--- src/rtl/game_input_cond_pkg.sv ---
// Shared constants for the game front-end: button counts, channel
// indexing and the default debounce window.
package game_input_cond_pkg;

   localparam int NUM_PLAYERS      = 4;
   localparam int NUM_BTNS         = NUM_PLAYERS + 1;
   localparam int BTN_START        = NUM_BTNS - 1;
   localparam int CNT_W            = 32;
   localparam int DEBOUNCE_DEFAULT = 1000000;

endpackage : game_input_cond_pkg

--- src/rtl/game_input_cond_btn_debounce.sv ---
// One push-button channel: 2-flop synchronizer, stability counter,
// debounced level and rising-edge detect of that level.
module btn_debounce
   import game_input_cond_pkg::*;
#(
   parameter int unsigned DebounceCycles = DEBOUNCE_DEFAULT
) (
   input  logic clk,
   input  logic rst_n,
   input  logic raw,
   output logic level,
   output logic rise
);

   localparam logic [CNT_W-1:0] CNT_LAST = CNT_W'(DebounceCycles - 1);

   logic             sync_p0;
   logic             sync_p1;
   logic             level_d;
   logic [CNT_W-1:0] cnt;

   // Bring the asynchronous button into the clock domain
   always_ff @(posedge clk or negedge rst_n) begin
      if (!rst_n) begin
         sync_p0 <= 1'b0;
         sync_p1 <= 1'b0;
      end else begin
         sync_p0 <= raw;
         sync_p1 <= sync_p0;
      end
   end

   // Accept a new level only after it has been stable for the full window
   always_ff @(posedge clk or negedge rst_n) begin
      if (!rst_n) begin
         cnt   <= '0;
         level <= 1'b0;
      end else if (sync_p1 == level) begin
         cnt <= '0;
      end else if (cnt == CNT_LAST) begin
         level <= sync_p1;
         cnt   <= '0;
      end else begin
         cnt <= cnt + 1'b1;
      end
   end

   // Delayed copy of the level for edge detection
   always_ff @(posedge clk or negedge rst_n) begin
      if (!rst_n) begin
         level_d <= 1'b0;
      end else begin
         level_d <= level;
      end
   end

   // High for the one cycle after the debounced level rises; the consumer
   // registers it, so its effect lands one edge after the level flips.
   assign rise = level & ~level_d;

endmodule : btn_debounce

--- src/rtl/game_input_cond.sv ---
// Game input conditioning: debounces the start and per-player buttons,
// produces the new-game pulse and maintains the player-enable mask.
module game_input_cond
   import game_input_cond_pkg::*;
#(
   parameter int unsigned            DebounceCycles = DEBOUNCE_DEFAULT,
   parameter logic [NUM_PLAYERS-1:0] PlayersDefault = 4'b0011
) (
   input  logic                   clk_i,
   input  logic                   rst_i,
   input  logic                   start_btn_i,
   input  logic [NUM_PLAYERS-1:0] player_btn_i,
   input  logic                   line_active_i,
   output logic                   new_game_o,
   output logic [NUM_PLAYERS-1:0] player_en_o,
   output logic [NUM_BTNS-1:0]    btn_level_o
);

   logic [NUM_BTNS-1:0]    raw;
   logic [NUM_BTNS-1:0]    level;
   logic [NUM_BTNS-1:0]    rise;
   logic                   new_game;
   logic [NUM_PLAYERS-1:0] player_en;

   assign raw = {start_btn_i, player_btn_i};

   for (genvar k = 0; k < NUM_BTNS; k++) begin : g_ch
      btn_debounce #(
         .DebounceCycles(DebounceCycles)
      ) u_ch (
         .clk   (clk_i),
         .rst_n (rst_i),
         .raw   (raw[k]),
         .level (level[k]),
         .rise  (rise[k])
      );
   end

   // Registered start pulse; the running game does not suppress it
   always_ff @(posedge clk_i or negedge rst_i) begin
      if (!rst_i) begin
         new_game <= 1'b0;
      end else begin
         new_game <= rise[BTN_START];
      end
   end

   // Toggle enables on player presses; presses during a running game are dropped
   always_ff @(posedge clk_i or negedge rst_i) begin
      if (!rst_i) begin
         player_en <= PlayersDefault;
      end else if (!line_active_i) begin
         player_en <= player_en ^ rise[NUM_PLAYERS-1:0];
      end
   end

   assign new_game_o  = new_game;
   assign player_en_o = player_en;
   assign btn_level_o = level;

endmodule : game_input_cond

--- config.mk ---
export PLATFORM = sky130hd
export DESIGN_NAME = game_input_cond
export DESIGN_NICKNAME = d
export VERILOG_FILES = /design/src/rtl/game_input_cond_pkg.sv /design/src/rtl/game_input_cond_btn_debounce.sv /design/src/rtl/game_input_cond.sv
export SDC_FILE = /design/constraint.sdc
export NUM_CORES = 1
export LEC_CHECK = 0
export BUFFER_PORTS_ARGS = -buffer_cell sky130_fd_sc_hd__buf_2
export CAP_MARGIN = 25
export CORE_MARGIN = 2
export CORE_UTILIZATION = 50
export CTS_CLUSTER_SIZE = 12
export DETAILED_ROUTE_END_ITERATION = 12
export GPL_TIMING_DRIVEN = 0
export PLACE_DENSITY = 0.68
export SKIP_CTS_REPAIR_TIMING = 1
export SLEW_MARGIN = 10
export SYNTH_ARGS = -nofsm -noshare
export SYNTH_HDL_FRONTEND = slang
export SYNTH_SLANG_ARGS = --single-unit
--- constraint.sdc ---
create_clock -name clk_i -period 2.1 [get_ports clk_i]
set_input_delay 0.315 -clock clk_i [delete_from_list [all_inputs] [get_ports clk_i]]
set_output_delay 0.315 -clock clk_i [all_outputs]
set_load 0.05 [all_outputs]
Word level (Yosys, flattened, before mapping). Cells that the tools add are included. Widths: inputs -> output; s select.

Memories: 0. Memory bits (writable): 0. Latch bits: 0. Bits in read-only memories: 0. Bits of input ports: 8. Flip-flop bits (word level): 185. Output and inout port bits: 10.

Order comparisons: 0. Equality and inequality tests: 10. Divide/modulo/power cells: 0. Bitwise gates (word level): 16. Shifts and indexed selects: 0. Multiply operators: 0. Reductions and logical operators: 5. $add $sub $neg: 5. Mux-type cells: 10.

Operators with widths (count): $mux 32 (10); $add 32x1->32 const B (5); $eq 32x20->1 const B (5); $not 1->1 (10); $reduce_and 2->1 (5); $and 1x1->1 (5); $eq 1x1->1 (5); $xor 4x4->4 (1).

Longest topological paths before layout. Gate-level depths: netlist of run 1.

Depth after elaboration: 3. Depth in mapped cells: 7. Depth with buffers taken out: 6.

Modules after synthesis. From an unflattened synthesis of run 1, not the netlist that was laid out.

Cells, all modules: 928. Area, all modules: 9241.4 µm².

Modules (own cells, without submodules): btn_debounce (times used 5, area each 1809.2 µm², cells each 183); game_input_cond (times used 1, area each 195.2 µm², cells each 13).

Worst setup path before layout of run 1. OpenSTA, ideal clock, no wires.

Kind: register -> register. From: reg g_ch[4].u_ch.cnt[15]. To: reg g_ch[4].u_ch.cnt[27]. Data required time: 1.981 ns. Clock period less this slack: 2.291 ns. Cell stages (with the launch flop): 8. Data arrival time: 2.172 ns. Slack: -0.191 ns. Setup time: 0.119 ns. Cells stage by stage: dfrtp_1 or4_1 or4_4 nor4_4 a21o_1 buf_6 buf_8 nor2_1.

Cells in the longest elaborated chain, start to end: 3. Elaborated cells between the ends (all ways): 4.

RTL lines: start: declaration (RTL line game_input_cond_btn_debounce.sv:20) `logic [CNT_W-1:0] cnt;`; start signal: assignment (RTL line game_input_cond_btn_debounce.sv:44) `cnt <= cnt + 1'b1;`; $add 32x1->32 or $eq 32x20->1 (tied branches) (RTL line game_input_cond_btn_debounce.sv:44, game_input_cond_btn_debounce.sv:40); $mux 32 (*) (RTL line game_input_cond_btn_debounce.sv:40) `end else if (cnt == CNT_LAST) begin`; $mux 32 (*) (RTL line game_input_cond_btn_debounce.sv:38) `end else if (sync_p1 == level) begin`.

Mark *: on every way between the ends. The rest lies on a longest branch, timed or not. A chain may end at the register's enable or synchronous reset.

Worst setup path in the final report of run 1.
From: reg g_ch[4].u_ch.cnt[12]. To: reg g_ch[4].u_ch.level.

Cells in the longest elaborated chain, start to end: 2.

RTL lines: $eq 32x20->1 (RTL line game_input_cond_btn_debounce.sv:40); $reduce_and 2->1 (no source line); end signal: assignment (RTL line game_input_cond_btn_debounce.sv:41) `level <= sync_p1;`; end: declaration (RTL line game_input_cond_btn_debounce.sv:11) `output logic level,`.

Every way passes these cells.

==> results of run 1 <==
==> power by group through the flow <==
| stage | logic (mW) | clock network (mW) | registers [mW] |
|---|---|---|---|
| CTS | 0.218 | 3.27 | 3.63 |
| floorplan | 0.0985 | 0 | 3.69 |
| global placement | 0.205 | 0 | 3.69 |
| global route | 0.344 | 3.40 | 3.64 |
| finish | 0.306 | 3.20 | 3.63 |
| detailed placement | 0.218 | 0 | 3.70 |
==> final cells by class <==
class	instances	area (µm²)	area share, %
multi-input cells	696	4580	41.6
flip-flops and latches	185	4630	42.1
clock buffers	20	457	4.15
well taps	229	287	2.61
inverters	24	90.1	0.819
clock inverters	12	128	1.16
repair buffers	65	603	5.48
plain buffers	29	221	2.01
==> cells by family (layout without fill, tap and decap cells) <==
kind of cell,Yosys count,count (layout),share of synthesized area (%)
muxes,5,5,0.623
adders and majority gates,5,5,0.693
xor gates and xnor gates,141,141,13.7
DFF,185,185,51.3
and+or+nand+nor,503,503,28.0
AOI/OAI and AO/OA,42,42,2.98
buffers and inverters,54,150,2.77
==> stage by stage <==
stage	setup TNS, ns	util, %	worst slack [ns]	power (mW)
floorplan	-2.30	-	-0.103	3.79
global placement	-456.65	52.9	-2.32	3.90
detailed placement	-33.54	53.1	-0.585	3.91
CTS	-35.48	56.4	-0.580	7.12
global route	-22.78	61.6	-0.341	7.38
finish	-15.11	61.6	-0.279	7.13
==> flip-flops by register name (all words and copies together), names as in the netlist <==
name,flops
g_ch.u_ch.cnt,160
g_ch.u_ch.level,5
g_ch.u_ch.level_d,5
g_ch.u_ch.sync_p0,5
g_ch.u_ch.sync_p1,5
player_en_o,4
new_game_o,1
==> worst max-delay path, delay by kind of cell (launching register included) <==
family,cells,cell delay [ns]
simple gates,4,1.39
flops,1,0.38
mux,1,0.29
buf+inv,1,0.19
==> worst paths after layout <==
path | slack (ns) | to | start
max reg2reg | -0.28 | g_ch[4].u_ch.level$_DFFE_PN0P_ | g_ch[4].u_ch.cnt[12]$_DFF_PN0_
max in group asynchronous | 0.70 | player_en_o[1]$_DFFE_PN1N_ | rst_i
min reg2reg | 0.35 | g_ch[3].u_ch.sync_p1$_DFF_PN0_ | g_ch[3].u_ch.sync_p0$_DFF_PN0_
max | -0.28 | g_ch[4].u_ch.level$_DFFE_PN0P_ | g_ch[4].u_ch.cnt[12]$_DFF_PN0_
min | 0.23 | player_en_o[1]$_DFFE_PN1N_ | line_active_i
min in group asynchronous | 0.48 | g_ch[2].u_ch.cnt[29]$_DFF_PN0_ | rst_i
==> per-layer routing <==
metal,GRT usage (%),up-vias
met3,4.09,14
met2,30.6,80
li1,-,3403
met4,4.83,0
met5,0,-
met1,27.2,3442
==> cell usage in the layout (no fill, tap or decap), types with 24 or more instances in the layout <==
cell type	n
dfrtp_1	181
nor2_1	113
nand3_1	73
nor2_2	38
xnor2_1	67
inv_1	24
nand4_1	53
buf_4	34
nor4_1	29
xor2_1	74
and3_1	26
nand2_1	63
==> out/results.tsv, run 1 <==
metric	value	unit
internal power	5.45	mW
layout cells sized above 1	20.7	%
Initial DRC Count	424	
Clock Skew	0.0117	ns
crit path DAT	2.70	ns
chip width	138	µm
sequential area share after synthesis	51.3	%
Syn Inst Count	935	
placed cell areas	9480	µm²
GR Overflow Total	0	
Synthesis Warnings	0	
most common cell in the netlist	dfrtp_1	
Synth top cells by count	dfrtp_1, nor2_1, nand3_1, xor2_1, xnor2_1	
Final Non-Filler Cells	1260	
RePlAce Congestion	0.844	
asr flop ratio synth	100	%
HPWL Detailed	11600	µm
fmax	420	MHz
Setup violations, final	90	
Slew HR	48.0	%
ys flop type	dfrtp_1	
Hold Vio Cnt, Final	0	
area leader, netlist	dfrtp_1	
switching share of power	23.6	%
status	finished, violations left	
met2 wire len	9260	µm
H-tree lvl count	4	
Worst Hold Depth	4	
RSZ-0062 raised after global routing	yes	
final number of max-transition violations	0	
Reg power frac	50.9	%
CP Max Fanout	3	
count of unique library cells instantiated by Yosys	47	
largest cells by area after synthesis	dfrtp_1, xor2_1, nor2_1	
n_diodes	0	
TritonRoute pass-1 iters	7	
worst r2r path cells	6	
Mapped Avg Cell Area	9.66	µm²
finished layout cell area	11000	µm²
power density over cell area	649	nW/µm²
failing checks	setup timing	
Routed Antenna Nets	0	
Req. time, crit path	2.42	ns
site row count	49	
HP Class	in -> reg	
chip height	138	µm
CP Cell Sequence	or4_1 > or4_4 > nor4_4 > buf_4 > nand2_1 > mux2_2	
clock group share of total power	44.8	%
Max clock buf depth	2	
syn nets	948	
Comb pwr share	4.3	%
dpl cells	1182	
CP max stage cell	or4_1	
Reg clk slew, reported paths	0.07	ns
Max VDD drop	567	µV
GRT Total Usage	19.2	%
core area	17800	µm²
Post-synth EDFFs	0	
mapped cell area	9030	µm²
DR vias	6939	
Crit Path Class	reg -> reg	
latest clock arrival within the worst-skew pair	0.43	ns
Avg WL per Cell	15.0	µm
CP peak stage delay	0.53	ns
# IOs	18	
CP Launch Type	flop	
Final WS setup	-0.279	ns
Net Sw Power	1.68	mW
PortBufs	17	
Lkg Pwr	4.57	nW
antenna violations before repair	0	
top-area cell type share of the netlist area	50.7	%
area grow syn2layout	21.7	%
final period utilization	113	%
endpoint class of the critical path	flop	
NumNets Final	1031	
Worst-Margin Slew	0.780	ns
vias in the first global route	6542	
Via-to-Cell Ratio	5.51	
CTS Root Cell	clkbuf_16	
met3 routed WL	517	µm
highest routed layer	met4	
Clock Sinks	185	
Initial Util	50.6	%
first-pass GRT wire length	30800	µm
WHS	0.234	ns
maxcap violations	0	
largest net degree at the start of global routing	101	
crit path time final	2.38	ns
FF+latch count, synth	185	
Fillers	1457	
CTS Buf Count	17	
WL met1	9000	µm
TritonCTS clock tree	done	
drt total wl	18900	µm
die area	19200	µm²
DRC errors left	0	
No activity file was read; power rests on OpenSTA's default activity.
==> run 2: changes to the inputs <==
--- a/config.mk
+++ b/config.mk
@@ -8,13 +8,11 @@
 export BUFFER_PORTS_ARGS = -buffer_cell sky130_fd_sc_hd__buf_2
 export CAP_MARGIN = 25
 export CORE_MARGIN = 2
-export CORE_UTILIZATION = 50
+export CORE_UTILIZATION = 25
 export CTS_CLUSTER_SIZE = 12
 export DETAILED_ROUTE_END_ITERATION = 12
 export GPL_TIMING_DRIVEN = 0
-export PLACE_DENSITY = 0.68
 export SKIP_CTS_REPAIR_TIMING = 1
-export SLEW_MARGIN = 10
 export SYNTH_ARGS = -nofsm -noshare
 export SYNTH_HDL_FRONTEND = slang
 export SYNTH_SLANG_ARGS = --single-unit
==> run 2 against run 1 <==
The flow still finishes with violations (setup timing). Clock power rose by 2%. Via count fell by 0.81%. Critical path depth did not move. Final area rose by 1.5%.
==> out/results.tsv, run 2 (same netlist as run 1, synthesis figures left out) <==
metric	value	unit	change
status	finished, violations left		
failing checks	setup timing		
antenna violations before repair	0		unchanged
Reg clk slew, reported paths	0.07	ns	about the same
chip width	194	µm	+40%
cell mode on critical path	or4_4		
crit path DAT	2.72	ns	+0.02 ns
Req. time, crit path	2.42	ns	about the same
Final WS setup	-0.295	ns	-0.0165 ns
layout cells sized above 1	18.1	%	-2.6 points
Routed Antenna Nets	0		unchanged
first-pass GRT wire length	31900	µm	+3.3%
CP Cell Sequence	or4_4 > or4_4 > nor4_4 > buf_4 > nand2_4 > mux2_4		
most frequent cells in the layout	dfrtp_1, nor2_1, xor2_1		
Top delay family on crit path	simple AND/OR/NAND/NOR gates		
maxcap violations	0		unchanged
Initial Util	25.4	%	-25 points
Hold Vio Cnt, Final	0		unchanged
HP Class	in -> reg		
final number of max-transition violations	0		unchanged
CTS Root Cell	clkbuf_16		
Worst Path Buf+Inv	1		unchanged
NumNets Final	1024		-0.68%
Clock Skew	0.00999	ns	-0.00175 ns
worst r2r path cells	6		unchanged
R2R Path End	g_ch[4].u_ch.level$_DFFE_PN0P_		
endpoint class of the critical path	flop		
core area	35600	µm²	+99%
chip height	194	µm	+40%
Setup violations, final	63		-30%
GR Overflow Total	0		unchanged
Fillers	3669		+150%
dpl cells	1414		+20%
crit path time final	2.40	ns	+0.0165 ns
CP Launch Type	flop		
latest clock arrival within the worst-skew pair	0.44	ns	about the same
Largest register FFs	160		unchanged
most common cell after layout, fill and taps aside	dfrtp_1		
worst reg2reg path startpoint	g_ch[4].u_ch.cnt[15]$_DFF_PN0_		
vias in the first global route	6495		-0.72%
fmax	418	MHz	-0.69%
Via-to-Cell Ratio	4.64		-16%
site row count	69		+41%
final period utilization	114	%	+0.79 points
TritonRoute pass-1 iters	5		-2
H-tree lvl count	4		unchanged
Setup TNS	-11.69	ns	+3.42 ns
setup slack, reg-to-reg	-0.30	ns	-0.02 ns
Lkg Pwr	4.54	nW	-0.73%
CP peak stage delay	0.53	ns	about the same
CP max stage cell	or4_4		
critical path endpoint	g_ch[4].u_ch.level$_DFFE_PN0P_		
Worst Hold Depth	4		unchanged
GRT Total Usage	10.1	%	-9.2 points
PortBufs	17		unchanged
Biggest register	g_ch.u_ch.cnt		
RSZ-0062 raised after global routing	yes		
TritonCTS clock tree	done		
WP depth	6		unchanged
HPWL Detailed	12200	µm	+4.5%
Slew HR	56.2	%	+8.2 points
power density over cell area	644	nW/µm²	-0.66%
largest net degree at the start of global routing	120		+19%
Tot Pwr	7.19	mW	+0.79%
Avg WL per Cell	12.9	µm	-14%
DRC errors left	0		unchanged
Crit Path Class	reg -> reg		
# IOs	18		unchanged
drt total wl	19200	µm	+1.4%
Max clock buf depth	2		unchanged
CTS Buf Count	17		unchanged
Worst-Margin Slew	0.651	ns	-0.129 ns
DR vias	6883		-0.81%
Crit. Startpoint	g_ch[4].u_ch.cnt[15]$_DFF_PN0_		
Clock Sinks	185		unchanged
area grow syn2layout	23.5	%	
n_diodes	0		unchanged
Initial DRC Count	316		-25%
RePlAce Congestion	0.768		-9.0%
Final Non-Filler Cells	1485		+18%
Max VDD drop	643	µV	+13%
CP Max Fanout	3		unchanged
die area	37700	µm²	+97%
[run 2: how the worst min path moves through the flow]
stage	start	end	slack, ns
2_1_floorplan	rst_i	g_ch[0].u_ch.cnt[0]$_DFF_PN0_	0.02
3_3_place_gp	g_ch[0].u_ch.sync_p0$_DFF_PN0_	g_ch[0].u_ch.sync_p1$_DFF_PN0_	0.34
3_5_place_dp	rst_i	g_ch[3].u_ch.cnt[17]$_DFF_PN0_	0.31
4_1_cts	rst_i	g_ch[3].u_ch.cnt[3]$_DFF_PN0_	-0.15
5_1_grt	line_active_i	player_en_o[0]$_DFFE_PN1N_	0.34
6_report	line_active_i	player_en_o[1]$_DFFE_PN1N_	0.32
[run 2: layout make-up]
cell class,count,area (µm²),area share [%]
multi-input cells,696,4520,40.5
plain buffers,29,215,1.93
inverters,24,90.1,0.807
repair buffers,58,526,4.71
clock inverters,11,136,1.22
well taps,461,577,5.17
clock buffers,21,460,4.13
flip-flops and latches,185,4630,41.5
[run 2: layer usage]
layer	up-vias	wire length, µm	part of all wire, %	track usage [%]
li1	3388	-	-	-
met1	3412	9570	50	13.6
met2	71	8980	47	16.2
met3	12	508	2.6	2.50
met4	0	136	0.71	2.41
met5	-	0	0	0
[run 2: worst reg2reg max path, stage by stage (launching register included)]
cell and delay (ns):
dfrtp_1 0.40, or4_4 0.53, or4_4 0.44, nor4_4 0.36, buf_4 0.19, nand2_4 0.06, mux2_4 0.31
[run 2: through the flow]
stage	area [µm²]	hold WS [ns]	worst slack [ns]	utilization (%)
2_1_floorplan	9070	0.0194	-0.103	-
3_3_place_gp	9730	0.336	-2.46	27.4
3_5_place_dp	9770	0.315	-0.577	27.5
4_1_cts	10400	-0.152	-0.599	29.1
5_1_grt	11200	0.344	-0.353	31.4
6_report	11200	0.318	-0.295	31.4
[run 2: power breakdown]
group | internal, mW | total [mW] | switching, mW
sequential | 3.59 | 3.63 | 0.0327
clock | 1.84 | 3.28 | 1.43
combinational | 0.105 | 0.286 | 0.181
total | 5.54 | 7.19 | 1.65
